### src/rtl/if_pkg.sv
// Shared definitions for the instruction loader: FSM encoding, default
// end-of-program word and the bytes-per-word derivation.
package if_pkg;

  typedef enum logic [1:0] {
    ST_IDLE = 2'd0,
    ST_LOAD = 2'd1,
    ST_DONE = 2'd2
  } state_e;

  localparam logic [31:0] HALT_DEFAULT = 32'hFFFF_FFFF;

  function automatic int bytes_per_word(input int bits);
    return bits / 8;
  endfunction

endpackage

### src/rtl/byte_assembler.sv
// Collects bytes little-endian into a B-bit word; o_word_ready pulses
// combinationally on the cycle the final byte arrives, with o_word complete.
module byte_assembler
  import if_pkg::*;
#(
  parameter int B = 32
) (
  input  logic         clk,
  input  logic         rst_n,
  input  logic         i_clr,
  input  logic         i_en,
  input  logic [7:0]   i_data,
  output logic         o_word_ready,
  output logic [B-1:0] o_word
);

  localparam int NB = bytes_per_word(B);
  localparam int CW = (NB > 1) ? $clog2(NB) : 1;

  logic [CW-1:0] cnt_q, cnt_d;
  logic [B-1:0]  buf_q, buf_d;

  always_comb begin
    // NOTE: every signal assigned here gets a default first so no latch is inferred.
    cnt_d        = cnt_q;
    buf_d        = buf_q;
    o_word_ready = 1'b0;
    o_word       = buf_q;
    o_word[B-1 -: 8] = i_data;
    if (i_clr) begin
      cnt_d = '0;
      buf_d = '0;
    end else if (i_en) begin
      if (cnt_q == CW'(NB - 1)) begin
        // Counter is back at 0 next cycle, so a byte arriving then starts the next word.
        cnt_d        = '0;
        o_word_ready = 1'b1;
      end else begin
        buf_d[{cnt_q, 3'b000} +: 8] = i_data;
        cnt_d = cnt_q + CW'(1);
      end
    end
  end

  // NOTE: sequential state uses non-blocking assignments only.
  always_ff @(posedge clk or negedge rst_n) begin
    if (!rst_n) begin
      cnt_q <= '0;
      buf_q <= '0;
    end else begin
      cnt_q <= cnt_d;
      buf_q <= buf_d;
    end
  end

endmodule

### src/rtl/instr_loader.sv
// Loads a byte stream into instruction memory as consecutive B-bit words,
// stopping on a HALT word or when the last slot has been written.
module instr_loader
  import if_pkg::*;
#(
  parameter int           B    = 32,
  parameter int           W    = 5,
  parameter logic [B-1:0] HALT = B'(HALT_DEFAULT)
) (
  input  logic         i_clk,
  input  logic         i_reset,
  input  logic         i_start,
  input  logic [7:0]   i_rx_data,
  input  logic         i_rx_valid,
  output logic         o_write,
  output logic [W-1:0] o_addr,
  output logic [B-1:0] o_data,
  output logic         o_busy,
  output logic         o_done,
  output logic         o_full,
  output logic [W:0]   o_count
);

  state_e       state_q, state_d;
  logic [W-1:0] ptr_q, ptr_d;
  logic [W:0]   count_q, count_d;
  logic [W-1:0] addr_q, addr_d;
  logic [B-1:0] data_q, data_d;
  logic         write_q, write_d;
  logic         full_q, full_d;
  logic         busy_q, busy_d;
  logic         done_q, done_d;

  logic         asm_clr;
  logic         asm_en;
  logic         word_ready;
  logic [B-1:0] word;

  byte_assembler #(.B(B)) u_asm (
    .clk          (i_clk),
    .rst_n        (i_reset),
    .i_clr        (asm_clr),
    .i_en         (asm_en),
    .i_data       (i_rx_data),
    .o_word_ready (word_ready),
    .o_word       (word)
  );

  // Bytes are only taken while loading; start in IDLE/DONE swallows a coincident byte.
  assign asm_en = (state_q == ST_LOAD) && i_rx_valid;

  always_comb begin
    state_d = state_q;
    ptr_d   = ptr_q;
    count_d = count_q;
    addr_d  = addr_q;
    data_d  = data_q;
    write_d = 1'b0;
    full_d  = full_q;
    asm_clr = 1'b0;
    unique case (state_q)
      ST_IDLE, ST_DONE: begin
        if (i_start) begin
          state_d = ST_LOAD;
          ptr_d   = '0;
          count_d = '0;
          full_d  = 1'b0;
          asm_clr = 1'b1;
        end
      end
      ST_LOAD: begin
        if (word_ready) begin
          write_d = 1'b1;
          data_d  = word;
          addr_d  = ptr_q;
          count_d = count_q + (W+1)'(1);
          // HALT is checked first so a HALT in the last slot is not reported as full.
          if (word == HALT) begin
            state_d = ST_DONE;
          end else if (ptr_q == '1) begin
            state_d = ST_DONE;
            full_d  = 1'b1;
          end else begin
            ptr_d = ptr_q + W'(1);
          end
        end
      end
      default: state_d = ST_IDLE;
    endcase
    busy_d = (state_d == ST_LOAD);
    done_d = (state_d == ST_DONE);
  end

  always_ff @(posedge i_clk or negedge i_reset) begin
    if (!i_reset) begin
      state_q <= ST_IDLE;
      ptr_q   <= '0;
      count_q <= '0;
      addr_q  <= '0;
      data_q  <= '0;
      write_q <= 1'b0;
      full_q  <= 1'b0;
      busy_q  <= 1'b0;
      done_q  <= 1'b0;
    end else begin
      state_q <= state_d;
      ptr_q   <= ptr_d;
      count_q <= count_d;
      addr_q  <= addr_d;
      data_q  <= data_d;
      write_q <= write_d;
      full_q  <= full_d;
      busy_q  <= busy_d;
      done_q  <= done_d;
    end
  end

  assign o_write = write_q;
  assign o_addr  = addr_q;
  assign o_data  = data_q;
  assign o_busy  = busy_q;
  assign o_done  = done_q;
  assign o_full  = full_q;
  assign o_count = count_q;

endmodule
### config.mk
export PLATFORM = sky130hd
export DESIGN_NAME = instr_loader
export DESIGN_NICKNAME = d
export VERILOG_FILES = /design/src/rtl/if_pkg.sv /design/src/rtl/byte_assembler.sv /design/src/rtl/instr_loader.sv
export SDC_FILE = /design/constraint.sdc
export NUM_CORES = 1
export LEC_CHECK = 0
export BUFFER_PORTS_ARGS = -buffer_cell sky130_fd_sc_hd__buf_2
export CORE_UTILIZATION = 50
export CTS_CLUSTER_DIAMETER = 30
export DETAILED_ROUTE_END_ITERATION = 8
export PLACE_DENSITY = 0.71
export SYNTH_ARGS = -nofsm -noshare
export SYNTH_HDL_FRONTEND = slang
export SYNTH_HIERARCHICAL = 1
export SYNTH_SLANG_ARGS = --single-unit
export TNS_END_PERCENT = 30
### constraint.sdc
create_clock -name i_clk -period 2.7 [get_ports i_clk]
set_input_delay 0.27 -clock i_clk [delete_from_list [all_inputs] [get_ports i_clk]]
set_output_delay 0.27 -clock i_clk [all_outputs]
set_load 0.02 [all_outputs]
# [After elaboration in Yosys (flattened, before gate mapping)]
# Cells that the tools add are included.
# W data, S select, Z words.
[totals] reg_bits=88 latch_bits=0 ramBits=0 rom_bits=0 in_bits=12 output_inout_bits=47 elab_cells=72 n_memories=0
[op_classes] add_sub_neg=4 n_mul=0 n_div=0 order_cmp=0 n_eq_ne=13 n_shift=2 n_mux=32 bitwise=0 n_reduce_logical=10
[ops] cell="$mux W32" n=3
[ops] cell="$bwmux W32" n=1
[ops] cell="$eq A32 B32 Y1 const B" n=1
[ops] cell="$shift A8 B7 Y32 const A" n=1
[ops] cell="$shiftx A8 B7 Y32" n=1
[ops] cell="$mux W5" n=4
[ops] cell="$mux W2" n=7
[ops] cell="$mux W6" n=2
[ops] cell="$pmux W6 S2" n=1
[ops] cell="$mux W1" n=11
[ops] cell="$pmux W5 S2" n=1
[ops] cell="$reduce_and A5 Y1" n=2
[ops] cell="$ne A2 B2 Y1 const B" n=4
[ops] cell="$neg A5 Y7" n=1
[ops] cell="$add A6 B1 Y6 const B" n=1
[ops] cell="$eq A2 B2 Y1 const B" n=3
[ops] cell="$add A5 B1 Y5 const B" n=1
[ops] cell="$eq A5 B5 Y1 const B" n=1
[ops] cell="$eq A2 B1 Y1 const B" n=2
[ops] cell="$ne A2 B1 Y1 const B" n=2
[ops] cell="$pmux W2 S2" n=1
[ops] cell="$reduce_and A2 Y1" n=2
[ops] cell="$reduce_bool A2 Y1" n=2
[ops] cell="$reduce_and A3 Y1" n=1
[ops] cell="5 further kinds" n=5

# [Longest topological paths before layout]
[depth] word_depth=7 ltp_mapped=11 mapped_depth_nobuf=8

# [By module]
# Netlist, hierarchy kept.
[modules_own_cells] module="instr_loader" n_inst=1 cells_per_inst=240 area_per_inst_um2=2268.4
[modules_own_cells] module="byte_assembler" n_inst=1 cells_per_inst=101 area_per_inst_um2=1201.2

# [Worst setup path before layout]
# Ideal clock, no wire load.
[synth_path] kind="register to register" startpoint="register state_q[0]" endpoint="register ptr_q[3]" setup_ns=0.127 arrival_time_ns=2.242 required_time_ns=2.573 path_slack_ns=0.331 path_stages_with_launch=10 n_path_buf=2 period_less_slack_ns=2.369 cell_sequence="dfrtp_1 -> nand2b_1 -> clkbuf_1 -> inv_1 -> clkbuf_1 -> nor3b_1 -> nand2_4 -> a211o_4 -> o211ai_2 -> o31ai_2"
[synth_between] elab_chain_cells=6
[synth_lines] element="from (decl)" line="instr_loader.sv:24" rtl="state_e state_q, state_d;"
[synth_lines] element="from (signal assigned)" line="instr_loader.sv:106" rtl="state_q <= state_d;"
[synth_lines] element="$eq A2 B2 Y1 or $logic_not A2 Y1 (tied branches)" line="instr_loader.sv:61" rtl="unique case (state_q)"
[synth_lines] element="$reduce_or A2 Y1 (*)" line="instr_loader.sv:61"
[synth_lines] element="$mux W1 (*)" line="instr_loader.sv:61"
[synth_lines] element="named net asm_clr" line="instr_loader.sv:34" rtl="logic asm_clr;"
[synth_lines] element="$mux W1 (*)" line="byte_assembler.sv:30" rtl="if (i_clr) begin"
[synth_lines] element="named net word_ready" line="instr_loader.sv:36" rtl="logic word_ready;"
[synth_lines] element="$ne A2 B1 Y1 (no source line) (*)"
[synth_lines] element="$reduce_and A5 Y1 (no source line) (*)"
[synth_lines] element="to (signal assigned)" line="instr_loader.sv:107" rtl="ptr_q <= ptr_d;"
[synth_lines] element="to (decl)" line="instr_loader.sv:25" rtl="logic [W-1:0] ptr_q, ptr_d;"
# Mark *: on every way through the listed nets, which the timed path passes. The rest lies on a longest branch.
# A chain may end at the register's enable or synchronous reset.

# [Worst setup path after layout]
[layout_path] startpoint="register state_q[1]" endpoint="register ptr_q[3]"
[layout_between] elab_chain_cells=6
[layout_lines] element="$eq A2 B1 Y1" line="instr_loader.sv:50" rtl="assign asm_en = (state_q == ST_LOAD) && i_rx_valid;"
[layout_lines] element="$logic_and A1 B1 Y1" line="instr_loader.sv:50"
[layout_lines] element="named net asm_en" line="instr_loader.sv:35" rtl="logic asm_en;"
[layout_lines] element="$mux W1" line="byte_assembler.sv:33" rtl="end else if (i_en) begin"
[layout_lines] element="$mux W1" line="byte_assembler.sv:30"
[layout_lines] element="named net word_ready" line="instr_loader.sv:36"
[layout_lines] element="$ne A2 B1 Y1 (no source line)"
[layout_lines] element="$reduce_and A5 Y1 (no source line)"
# The timed path passes the listed nets, and every way through them passes these cells.

==> results_dict.tcl <==
set metrics [dict create \
    outcome "complete, no violations" \
    route.met2.wl_mm 3.27 \
    ys_top_cells_by_count "nand2_1 (121), dfrtp_1 (80), a22o_1 (16), nand3_1 (16)" \
    grt-ovfl-total 0 \
    synthArstFlopShare_pct 100 \
    netlist_area_sq_um 3470 \
    synth_enable_flop_cells 0 \
    max_freq_mhz 428 \
    multi_input_area_sq_um 1290 \
    drt-met1-wl_mm 3.41 \
    ir_worst_vdd_mv 0.462 \
    syn_inst 341 \
    yosysWarnings 6 \
    wl_mm 7.17 \
    grt_usage_pct 22.2 \
    hold_viol 0 \
    crit_arrival_ns 2.56 \
    synth_seq_cells 80 \
    dp_slack_ns 0.362 \
    powerDensity_nw_per_um2 1080 \
    grt_antenna_before_repair 0 \
    gp_congestion 0.834 \
    drcViolationCount 0 \
    leakagePower_nw 2.18 \
    post_cts_buffers 0 \
    wl_met3_microns 393 \
    reg2reg_depth 7 \
    die-area_sq_um 7280 \
    ctsHoldBuffers 0 \
    vias 2534 \
    ant_nets 0 \
    start_util_pct 53.1 \
    area_delta_synth_final_pct 14.4 \
    die_h_microns 85.3 \
    holdWs_ns 0.0798 \
    dr.pass1.iters 4 \
    die_x_microns 85.3 \
    cp_max_fo 17 \
    critPathLaunch "state_q[1]" \
    grt_pass1_wl_mm 12.4 \
    drtIter0Drc 129 \
    layout-drive-gt1-share_pct 22.7 \
    core_sq_um 6530 \
    clock-sinks 80 \
    post_cts_resized 0 \
    setup_ws_ns 0.363 \
    setup_viol 0 \
    fin_skew_ns 0.00924 \
    fin_crit_sh_pct 86.5 \
    synth.top_cell.area_share_pct 57.7 \
    hp-class "in2async" \
    final_util_pct 60.7 \
    synth_most_common_cell "nand2_1" \
    io_buffers 58 \
    tightest_slew_ns 0.975 \
    cts_tree "done" \
    drv_cap 0 \
    cp.required_ns 2.93 \
    dpl.cell_count 457 \
    synthesis.nets 361 \
    io-pin-count 59 \
    register_area_sq_um 2000 \
    yosys.area.top_type "dfrtp_1" \
    r2r_start "state_q[1]" \
    nFillCells 574 \
    clkSlewWorstSetupHoldPaths_ns 0.08 \
    antenna_cells 0 \
    seq_area_frac_synth_pct 57.7 \
    clkLatencyLatePin_ns 0.35 \
    htreeDepth 3 \
    nNetsFinal 411 \
    synth_area_leaders "dfrtp_1 (58%), nand2_1 (13%), a22o_1 (4.0%)" \
    grt_start_max_net_pins 81 \
    stdcell_count 473 \
    min_period_ns 2.34 \
    clockBufferDepth 2 \
    numCtsBuffers 9 \
    wl_per_cell_microns 15.2 \
    route.top_layer_used "met4" \
    avgSynthCellArea_sq_um 10.2 \
    maxSlewViolCount 0 \
    grt_pass1_vias 2531 \
    rsz0062_at_grt "false" \
    worst-setup-path-type "reg2reg" \
    cp-start-kind "register" \
    endpoint_kind "register" \
    synthFlopType "dfrtp_1" \
    rows 29 \
    root_buffer "clkbuf_8" \
    dp_hpwl_mm 4.80 \
    routed_via_density 5.36 \
    synthDistinctLibCells 37 \
    maxSlewHeadroom_pct 35.0 \
    setup-tns-final_ns 0 \
]
[per-layer routing]
metal | vias to the layer above | GRT usage, %
li1 | 1228 | -
met1 | 1219 | 31.0
met2 | 80 | 33.3
met3 | 7 | 6.23
met4 | 0 | 8.48
met5 | - | 0
[layout by cell type (no fill, tap or decap), types with 3 or more instances in the layout]
cell type,instances
a22o_1,16
a31oi_1,3
and3_1,3
buf_2,57
buf_4,6
clkbuf_8,9
clkinvlp_4,3
dfrtp_1,80
ha_1,8
inv_1,6
nand2_1,121
nand2b_1,10
nand3_1,16
nand4_1,10
nor2_1,8
o21ai_0,9
xor2_1,4
[cells by family after synthesis]
family / count (synthesis) / synth area share (%)
multiplexers: 2 / 0.577
flip-flops: 80 / 57.7
buffers and inverters: 31 / 5.01
XOR/XNOR: 5 / 1.26
AO/OA/AOI/OAI: 36 / 8.26
AND/OR/NAND/NOR: 179 / 24.3
adder cells (fa/ha/maj): 8 / 2.89
[final cells by class]
type                    count  share of cell area (%)
flip-flops and latches     80                    50.5
multi-input cells         230                    32.6
repair buffers             63                    8.33
clock buffers              10                    3.22
well taps                  77                    2.43
clock inverters             6                    2.30
inverters                   7                   0.662
[worst max-delay path, cell delays in order, from the launching register on]
cell and delay, ns:
dfrtp_1 0.38, and2b_2 0.26, and2_1 0.29, nor3b_1 0.41, nand2_4 0.22, a211o_4 0.39, o211ai_2 0.19, o31ai_2 0.09
[through the flow]
step | area, sq um | power [mW]
5_1_grt | 3970 | 4.56
3_5_place_dp | 3750 | 3.34
4_1_cts | 3970 | 4.32
2_1_floorplan | 3470 | 2.86
3_3_place_gp | 3750 | 3.29
6_report | 3970 | 4.28
[flip-flops by register name, summed over array words and instances, names as in the netlist]
signal and flops:
o_count 6, o_full 1, u_asm/buf_q 24, o_busy 1, state_q 2, o_write 1
o_data 32, ptr_q 5, o_addr 5, o_done 1, u_asm/cnt_q 2
[power by group]
group | internal, mW | total, mW | switching (mW)
registers | 1.62 | 1.91 | 0.293
logic | 0.501 | 1.41 | 0.905
clock network | 0.524 | 0.965 | 0.441
total | 2.64 | 4.28 | 1.64
[path summary, 6_finish.rpt]
check                              to  slack (ns)
setup / recovery             ptr_q[3]        0.36
hold / removal             o_data[14]        0.08
setup reg to reg             ptr_q[3]        0.36
hold reg to reg            o_data[17]        0.47
max in group asynchronous   o_addr[4]        2.00
min in group i_clk             o_done        0.14
Note: power is estimated with default switching activity, not from simulation.
